## src/rtl/mips_pkg.sv

```systemverilog
// Shared definitions for the multi-cycle MIPS core: opcode/funct constants,
// FSM state encoding, internal ALU-op encoding and the instruction decoder.
package mips_pkg;

   localparam logic [5:0] OP_RTYPE = 6'h00;
   localparam logic [5:0] OP_ADDI  = 6'h08;
   localparam logic [5:0] OP_HALT  = 6'h3F;

   localparam logic [5:0] FN_ADD = 6'h20;
   localparam logic [5:0] FN_SUB = 6'h22;
   localparam logic [5:0] FN_AND = 6'h24;
   localparam logic [5:0] FN_OR  = 6'h25;
   localparam logic [5:0] FN_SLT = 6'h2A;

   typedef enum logic [2:0] {
      S_FETCH,
      S_DECODE,
      S_EXEC,
      S_WB,
      S_HALT
   } state_e;

   typedef enum logic [2:0] {
      ALU_ADD,
      ALU_SUB,
      ALU_AND,
      ALU_OR,
      ALU_SLT,
      ALU_NOP
   } alu_op_e;

   typedef struct packed {
      alu_op_e op;
      logic    use_imm;  // B operand is the sign-extended immediate
      logic    dest_rt;  // destination is rt rather than rd
      logic    writes;   // instruction targets a register
      logic    ovf_chk;  // signed overflow suppresses the write
      logic    halt;
   } dec_t;

   // Unknown op/funct decodes to a non-writing NOP that still retires.
   function automatic dec_t decode(input logic [5:0] op, input logic [5:0] funct);
      dec_t d;
      d.op      = ALU_NOP;
      d.use_imm = 1'b0;
      d.dest_rt = 1'b0;
      d.writes  = 1'b0;
      d.ovf_chk = 1'b0;
      d.halt    = 1'b0;
      case (op)
         OP_RTYPE: begin
            d.writes = 1'b1;
            case (funct)
               FN_ADD: begin d.op = ALU_ADD; d.ovf_chk = 1'b1; end
               FN_SUB: begin d.op = ALU_SUB; d.ovf_chk = 1'b1; end
               FN_AND: d.op = ALU_AND;
               FN_OR:  d.op = ALU_OR;
               FN_SLT: d.op = ALU_SLT;
               default: d.writes = 1'b0;
            endcase
         end
         OP_ADDI: begin
            d.op      = ALU_ADD;
            d.use_imm = 1'b1;
            d.dest_rt = 1'b1;
            d.writes  = 1'b1;
            d.ovf_chk = 1'b1;
         end
         OP_HALT: d.halt = 1'b1;
         default: d.dest_rt = 1'b1;
      endcase
      return d;
   endfunction

endpackage

```

## src/rtl/mips_regfile.sv

```systemverilog
// Register file: 2^RegAddrSize x DataSize, two asynchronous read ports,
// one synchronous write port. Register 0 always reads zero and ignores writes.
// Ports: clk, rst_n (async, active-low, clears all entries), ra1/rd1, ra2/rd2
// read ports, we/wa/wd write port.
module mips_regfile #(
   parameter int unsigned DataSize    = 32,
   parameter int unsigned RegAddrSize = 5
) (
   input  logic                   clk,
   input  logic                   rst_n,
   input  logic [RegAddrSize-1:0] ra1,
   input  logic [RegAddrSize-1:0] ra2,
   output logic [DataSize-1:0]    rd1,
   output logic [DataSize-1:0]    rd2,
   input  logic                   we,
   input  logic [RegAddrSize-1:0] wa,
   input  logic [DataSize-1:0]    wd
);

   localparam int unsigned NumRegs = 2 ** RegAddrSize;

   logic [DataSize-1:0] regs [NumRegs];

   always_ff @(posedge clk or negedge rst_n) begin
      if (!rst_n) begin
         for (int i = 0; i < NumRegs; i++) begin
            regs[i] <= '0;
         end
      end else if (we && (wa != '0)) begin
         regs[wa] <= wd;
      end
   end

   assign rd1 = (ra1 == '0) ? '0 : regs[ra1];
   assign rd2 = (ra2 == '0) ? '0 : regs[ra2];

endmodule

```

## src/rtl/mips_multicycle_core.sv

```systemverilog
// Multi-cycle MIPS core: FETCH/DECODE/EXECUTE/WRITEBACK FSM with a PC register,
// req/ack instruction fetch, ADD/SUB/AND/OR/SLT, ADDI and HALT.
// Ports: clk, rst_n (async, active-low); imem_req/imem_addr/imem_ack/imem_rdata
// fetch handshake; retire_valid/we/wa/wd retirement report (held between
// pulses); pc; overflow_sticky; halted.
module mips_multicycle_core
   import mips_pkg::*;
#(
   parameter int unsigned DataSize    = 32,
   parameter int unsigned PCsize      = 6,
   parameter int unsigned RegAddrSize = 5
) (
   input  logic                   clk,
   input  logic                   rst_n,
   output logic                   imem_req,
   output logic [PCsize-1:0]      imem_addr,
   input  logic                   imem_ack,
   input  logic [31:0]            imem_rdata,
   output logic                   retire_valid,
   output logic                   retire_we,
   output logic [RegAddrSize-1:0] retire_wa,
   output logic [DataSize-1:0]    retire_wd,
   output logic [PCsize-1:0]      pc,
   output logic                   overflow_sticky,
   output logic                   halted
);

   localparam int unsigned Msb = DataSize - 1;

   state_e                 state_q, state_d;
   logic                   req_q, req_d;
   logic [PCsize-1:0]      pc_q;
   logic [31:0]            ir_q;
   logic [DataSize-1:0]    a_q, b_q;
   logic                   retire_valid_q, retire_we_q, ovf_q;
   logic [RegAddrSize-1:0] retire_wa_q;
   logic [DataSize-1:0]    retire_wd_q;

   logic [RegAddrSize-1:0] rs, rt, rd, dest;
   logic [DataSize-1:0]    rf_a, rf_b, imm_ext, opb, alu_res;
   logic                   alu_ovf, exec_we;
   dec_t                   dec;

   assign rs      = RegAddrSize'(ir_q[25:21]);
   assign rt      = RegAddrSize'(ir_q[20:16]);
   assign rd      = RegAddrSize'(ir_q[15:11]);
   assign imm_ext = DataSize'(signed'(ir_q[15:0]));
   assign dec     = decode(ir_q[31:26], ir_q[5:0]);
   assign opb     = dec.use_imm ? imm_ext : b_q;
   assign dest    = dec.dest_rt ? rt : rd;
   assign exec_we = dec.writes && !(dec.ovf_chk && alu_ovf) && (dest != '0);

   mips_regfile #(
      .DataSize   (DataSize),
      .RegAddrSize(RegAddrSize)
   ) u_regfile (
      .clk  (clk),
      .rst_n(rst_n),
      .ra1  (rs),
      .ra2  (rt),
      .rd1  (rf_a),
      .rd2  (rf_b),
      .we   ((state_q == S_WB) && retire_we_q),
      .wa   (retire_wa_q),
      .wd   (retire_wd_q)
   );

   always_comb begin
      alu_res = '0;
      alu_ovf = 1'b0;
      unique case (dec.op)
         ALU_ADD: begin
            alu_res = a_q + opb;
            alu_ovf = (a_q[Msb] == opb[Msb]) && (alu_res[Msb] != a_q[Msb]);
         end
         ALU_SUB: begin
            alu_res = a_q - opb;
            alu_ovf = (a_q[Msb] != opb[Msb]) && (alu_res[Msb] != a_q[Msb]);
         end
         ALU_AND: alu_res = a_q & opb;
         ALU_OR:  alu_res = a_q | opb;
         ALU_SLT: alu_res = DataSize'($signed(a_q) < $signed(opb));
         default: alu_res = '0;
      endcase
   end

   // req is registered so it is low throughout reset and rises on the first edge after.
   always_comb begin
      state_d = state_q;
      req_d   = 1'b0;
      case (state_q)
         S_FETCH: begin
            if (req_q && imem_ack) begin
               state_d = S_DECODE;
            end else begin
               req_d = 1'b1;
            end
         end
         S_DECODE: state_d = S_EXEC;
         S_EXEC:   state_d = dec.halt ? S_HALT : S_WB;
         S_WB: begin
            state_d = S_FETCH;
            req_d   = 1'b1;
         end
         S_HALT:   state_d = S_HALT;
         default:  state_d = S_FETCH;
      endcase
   end

   always_ff @(posedge clk or negedge rst_n) begin
      if (!rst_n) begin
         state_q        <= S_FETCH;
         req_q          <= 1'b0;
         pc_q           <= '0;
         ir_q           <= '0;
         a_q            <= '0;
         b_q            <= '0;
         retire_valid_q <= 1'b0;
         retire_we_q    <= 1'b0;
         retire_wa_q    <= '0;
         retire_wd_q    <= '0;
         ovf_q          <= 1'b0;
      end else begin
         state_q        <= state_d;
         req_q          <= req_d;
         retire_valid_q <= (state_q == S_EXEC) && !dec.halt;
         case (state_q)
            S_FETCH: begin
               if (req_q && imem_ack) begin
                  ir_q <= imem_rdata;
               end
            end
            S_DECODE: begin
               a_q <= rf_a;
               b_q <= rf_b;
            end
            S_EXEC: begin
               // Retire report is captured here so it is visible during WB,
               // where the register write actually happens.
               if (!dec.halt) begin
                  retire_we_q <= exec_we;
                  retire_wa_q <= dest;
                  retire_wd_q <= alu_res;
                  if (dec.ovf_chk && alu_ovf) begin
                     ovf_q <= 1'b1;
                  end
               end
            end
            S_WB:    pc_q <= pc_q + PCsize'(1);
            default: ;
         endcase
      end
   end

   assign imem_req        = req_q;
   assign imem_addr       = pc_q;
   assign pc              = pc_q;
   assign retire_valid    = retire_valid_q;
   assign retire_we       = retire_we_q;
   assign retire_wa       = retire_wa_q;
   assign retire_wd       = retire_wd_q;
   assign overflow_sticky = ovf_q;
   assign halted          = (state_q == S_HALT);

endmodule

```

## config.mk

```make
export PLATFORM = sky130hd
export DESIGN_NAME = mips_multicycle_core
export DESIGN_NICKNAME = d
export VERILOG_FILES = /design/src/rtl/mips_pkg.sv /design/src/rtl/mips_regfile.sv /design/src/rtl/mips_multicycle_core.sv
export SDC_FILE = /design/constraint.sdc
export NUM_CORES = 2
export LEC_CHECK = 0
export CAP_MARGIN = 0
export CELL_PAD_IN_SITES_DETAIL_PLACEMENT = 1
export CELL_PAD_IN_SITES_GLOBAL_PLACEMENT = 2
export CORE_ASPECT_RATIO = 1.75
export CORE_MARGIN = 1
export CORE_UTILIZATION = 45
export DETAILED_ROUTE_END_ITERATION = 10
export GPL_TIMING_DRIVEN = 0
export PLACE_DENSITY_LB_ADDON = 0.1
export SYNTH_ARGS = -nofsm -noshare
export SYNTH_HDL_FRONTEND = slang
export SYNTH_SLANG_ARGS = --single-unit
```

## constraint.sdc

```tcl
create_clock -name clk -period 7.9 [get_ports clk]
set_input_delay 0.79 -clock clk [delete_from_list [all_inputs] [get_ports clk]]
set_output_delay 0.79 -clock clk [all_outputs]
set_load 0.02 [all_outputs]
```

* Word level (Yosys, flattened, before mapping)
Index checks and enable logic that the tools add are counted.
Storage, ports and cells: bits in registers 1170, output and inout bits 54, logic and storage cells 129
Operators by class: add/sub/neg operators 3, order comparisons 5, equality and inequality tests 20, multiplexer cells 27, bitwise logic cells 6, reductions and logical operators 25
Operators with widths (count):
- $bwmux 1024 | 1
- $bmux 32 s5 | 2
- $mux 32 | 8
- $demux 32 s5 | 1
- $pmux 32 s5 | 1
- $eq 6x6->1 const B | 6
- $add 32x32->32 | 1
- $and 32x32->32 | 1
- $lt 32x32->1 | 1
- $or 32x32->32 | 1
- $sub 32x32->32 | 1
- $ge 6x6->1 const B | 3
- $not 5->6 | 3
- $pmux 3 s5 | 1
- $eq 3x2->1 const B | 4
- $pmux 3 s4 | 1
- $logic_and 1x1->1 | 10
- $logic_not 5->1 | 2
- $reduce_bool 5->1 | 2
- $add 6x1->6 const B | 1
- $eq 3x1->1 const B | 2
- $eq 3x3->1 const B | 2
- $eq 6x4->1 const B | 1
- $logic_not 3->1 | 2
- 17 further kinds | 28

* Logic depth before layout (Yosys ltp)
depth in word-level cells 11, gate-level depth with buffers 19

* Modules after synthesis
A second synthesis with hierarchy kept.
Second synthesis, totals: cell total of the unflattened synthesis 4921, area total of the unflattened synthesis 65215.0 um^2
Modules (own cells, without submodules):
- mips_regfile | times used 1, cells an instance 3667, area each 54454.7 um^2, sequential area each 25624.6 um^2
- mips_multicycle_core | times used 1, cells an instance 1254, area each 10760.3 um^2, sequential area each 3653.5 um^2

* Least setup slack after synthesis
No wires, ideal clock.
path kind register to register, start point register ir_q[27], end point register retire_wd_q[25] (netlist: retire_wd[25]), library setup time 0.131 ns, data arrival time 4.111 ns, slack 3.657 ns, stages on the path, launching flop included 20, period minus slack after synthesis 4.243 ns, path through dfrtp_1 -> nor4_4 -> nand3_2 -> clkinv_1 -> and2_1 -> clkbuf_1 -> clkbuf_1 -> a21o_1 -> inv_1 -> ha_1 -> clkbuf_1 -> inv_1 -> a21oi_1 -> o31ai_1 -> a21oi_1 -> o311ai_2 -> a311oi_2 -> xnor2_1 -> o21ai_1 -> or3_1
Between the ends: word-level cells in the longest chain between the ends 5, elaborated cells on any way between the ends 19
RTL lines:
- start, declared | line mips_multicycle_core.sv:33 | logic [31:0] ir_q;
- start signal, assigned | line mips_multicycle_core.sv:130 | ir_q <= imem_rdata;
- $eq 6x4->1 | line mips_pkg.sv:50 | case (op)
- $mux 1 | line mips_pkg.sv:50
- $mux 32 | line mips_multicycle_core.sv:49 | assign opb = dec.use_imm ? imm_ext : b_q;
- $sub 32x32->32 (tied with other cells) | line mips_multicycle_core.sv:77 | alu_res = a_q - opb;
- $pmux 32 s5 | line mips_multicycle_core.sv:71 | unique case (dec.op)
- end signal, assigned | line mips_multicycle_core.sv:143 | retire_wd_q <= alu_res;
- end, declared | line mips_multicycle_core.sv:37 | logic [DataSize-1:0] retire_wd_q;
Parallel ways exist; a longest one is shown, timed or not. A chain may end at the register's enable or synchronous reset.

* Final worst setup path
start point register ir_q[27], end point register retire_wd_q[28] (netlist: retire_wd[28])
The elaborated chain is that of the path after synthesis.

==> qor.tcl <==
set qor(syn_to_final_growth_pct) 11.53
set qor(fmaxAchievable_ghz) 0.1294
set qor(vdd_drop_max_mv) 0.2255
set qor(final-seq-area_um2) 29280
set qor(final_hold_viol_count) 0
set qor(power.density_nw_per_um2) 303.9
set qor(ys.warnings.count) 0
set qor(overall_global_routing_resource_usage) 0.3897
set qor(ys_seq_elements) 1170
set qor(critical_path.startpoint_type) {flop}
set qor(floorplan.initialDensity) 0.4548
set qor(grt_first_pass_wirelength_um) 391300
set qor(setup_tns_ns) 0
set qor(capturing_element_type_of_the_critical_path) {flop}
set qor(drive_gt1_frac) 0.3549
set qor(placementRows) 183
set qor(total_of_endpoints_with_negative_setup_slack_in_the_final_report) 0
set qor(total_core_area_um2) 142400
set qor(nets) 5244
set qor(fp.dieW_um) 288.8
set qor(timing_worst_setup_path_type) {flop to flop}
set qor(grt_antenna_before_repair) 15
set qor(detail_route.drc_violations) 0
set qor(cts_tree) {built}
set qor(dieArea_um2) 145500
set qor(multi_input_comb_area_um2) 33190
set qor(die_height_um) 503.9
set qor(clkSinkCount) 1170
set qor(crit_path_cell_trace) {nor4_4, nand3_2, clkbuf_1, mux2_2, ha_1, inv_1, fa_1, nand2b_1, a211oi_1, o21ai_0, a2111oi_0, o21ai_0, a21boi_1, a211oi_1, xor2_1, o211ai_1}
set qor(timing.hold.worst.class) {flop to flop}
set qor(synthesis.area_um2) 64770
set qor(clockRootBuffer) {clkbuf_16}
set qor(final.min_clock_period_ns) 7.726
set qor(layout.core_utilization) 0.5072
set qor(clk-insertion-delay-late_ns) 0.79
set qor(path_max_fanout) 10
set qor(nFillCells) 14369
set qor(failed_checks) {capacitance limit, slew limit}
set qor(wirelength_um) 280000
set qor(max-slew-margin-rel) -0.06102
set qor(path_clk_slew_ns) 0.06
set qor(period_share) 0.9780
set qor(routed-via-count) 47180
set qor(cts_max_path_buffers) 3
set qor(worst_slew_pin_slew_ns) 1.592
set qor(place.gp.congestion) 0.9681
set qor(syn-instance-count) 4881
set qor(postSynthAreaPerCell_um2) 13.27
set qor(timing.clock.skew_ns) 0.02902
set qor(synth_seq_area_share) 0.4520
set qor(first_global_vias) 51005
set qor(floorplan.io_pins) 89
set qor(synthesized_net_count) 5017
set qor(ant_nets) 0
set qor(whs_ns) 0.4740
set qor(synthDistinctLibCells) 89
set qor(cpPeakStageDelay_ns) 1.12
set qor(ff2ff_setup_slack_ns) 0.17
set qor(cts_made_buffers) 118
set qor(run_status) {finished with violations}
set qor(io_buffer_count) 88
set qor(drt_iter0_drc) 3725
set qor(cellLeakagePower_nw) 32.44
set qor(wire_per_inst_um) 39.69
set qor(max-cap-violations) 7
set qor(cell_family_contributing_the_most_delay_on_the_critical_path) {compound AO/OA/AOI/OAI gates}
set qor(async_flop_share) 1.000
set qor(library_cell_contributing_the_largest_single_delay_on_the_critical_path) {a2111oi_0}
set qor(synth_ff_type) {dfrtp_1}
set qor(worstPathArrival_ns) 8.39
set qor(number_of_enable_type_register_cells_in_the_synthesized_netlist) 0
set qor(viasPerCell) 6.687
set qor(htree_num_levels) 3
set qor(grt_max_degree) 174
set qor(grt_setup_unrepaired) {no}
set qor(path_buf_inv) 2
set qor(globalRouteOverflowTotal) 0
set qor(dpl.hpwl_um) 209200
set qor(maxSlewViolCount) 44
set qor(required_ns) 8.56
set qor(drtPass1Iterations) 7
-- Yosys cell counts (16+ instances only) --
cell type  instances  area (µm²)
dfrtp_1         1170       29280
nor3_1            51       255.2
buf_2             47       235.2
clkbuf_1         377        1415
ha_1              99        1239
xnor2_1           18       157.7
o21ai_0          197       986.0
buf_1             60       225.2
nor2_1           128       480.5
a21o_1            29       217.7
mux4_2           451       10160
a21oi_1          229        1146
o22ai_1          105       656.9
mux2i_1          229        2292
inv_1            102       382.9
nand3_1           16       80.08
o211ai_1          21       157.7
mux2_2          1082       12180
nand2_1          160       600.6
o221ai_1          73       639.4
-- through the flow --
step	instances	power (mW)	setup WS (ns)	area [µm²]
2_1_floorplan	4881	11.66	3.657	64770
3_3_place_gp	6819	15.91	-49.06	67970
3_5_place_dp	6833	16.03	0.5094	68300
4_1_cts	7047	21.82	0.4341	72170
5_1_grt	7053	22.43	0.1696	72230
6_report	7055	21.96	0.1739	72240
-- repair_timing --
action                                  4_1_cts  5_1_grt
hold endpoints to repair                    102        0
hold buffers                                  1        0
endpoints found under the setup margin        0        0
gates resized for setup                       0        0
buffers inserted                              0        0
-- placed cells by master (no fill, tap or decap), types with 16 or more instances in the layout --
cell	n
dfrtp_1	1170
mux2_2	1082
mux4_2	451
clkbuf_1	395
a21oi_1	229
mux2i_1	229
o21ai_0	196
nand2_1	160
nor2_1	128
clkbuf_16	121
o22ai_1	105
inv_1	102
ha_1	99
clkdlybuf4s50_1	87
o221ai_1	73
buf_1	53
buf_2	53
nor3_1	51
a21o_1	29
clkbuf_8	28
o211ai_1	21
clkinv_2	19
xnor2_1	18
nand3_1	16
-- registers in the layout, summed over array words and instances (netlist names) --
name and flops:
retire_wd 32, imem_addr 6, ir_q 32, b_q 32
overflow_sticky 1, imem_req 1, retire_we 1, state_q 3
a_q 32, u_regfile.regs 1024, retire_valid 1, retire_wa 5
-- per-layer routing --
layer | routed length, µm | up-vias | GRT usage
li1 | - | 18927 | -
met1 | 93780 | 25240 | 0.4167
met2 | 140000 | 2026 | 0.6559
met3 | 17810 | 979 | 0.07816
met4 | 28390 | 8 | 0.3269
met5 | 54 | - | 0
-- final timing paths --
check	depth (start not counted)	to	from
min in group asynchronous	2	retire_wd[29]	rst_n
min	1	overflow_sticky	overflow_sticky
max in group asynchronous	5	u_regfile.regs[41]	rst_n
max	16	retire_wd[28]	ir_q[27]
max reg2reg	16	retire_wd[28]	ir_q[27]
min reg2reg	1	overflow_sticky	overflow_sticky
-- area by class of cell --
class	count	area share
inverter	104	0.005404
multi-input combinational	3115	0.4594
timing repair buffer	107	0.01711
sequential	1170	0.4053
clock buffer	176	0.04865
clock inverter	37	0.004798
tap	1850	0.03204
antenna	4	0.0001386
buffer	492	0.02712
-- cells by family after synthesis --
kind of cell / share of synthesized area
adder cells (fa/ha/maj): 0.01974
AND/OR/NAND/NOR: 0.03214
XOR/XNOR: 0.002975
flip-flops: 0.4520
buffers and inverters: 0.03597
multiplexers: 0.3803
AO/OA/AOI/OAI: 0.07681
-- power by group --
part	internal, mW	switching (mW)
Clock	3.19	2.61
Sequential	6.20	0.275
Combinational	2.80	6.89
(Power assumes the default switching activity.)
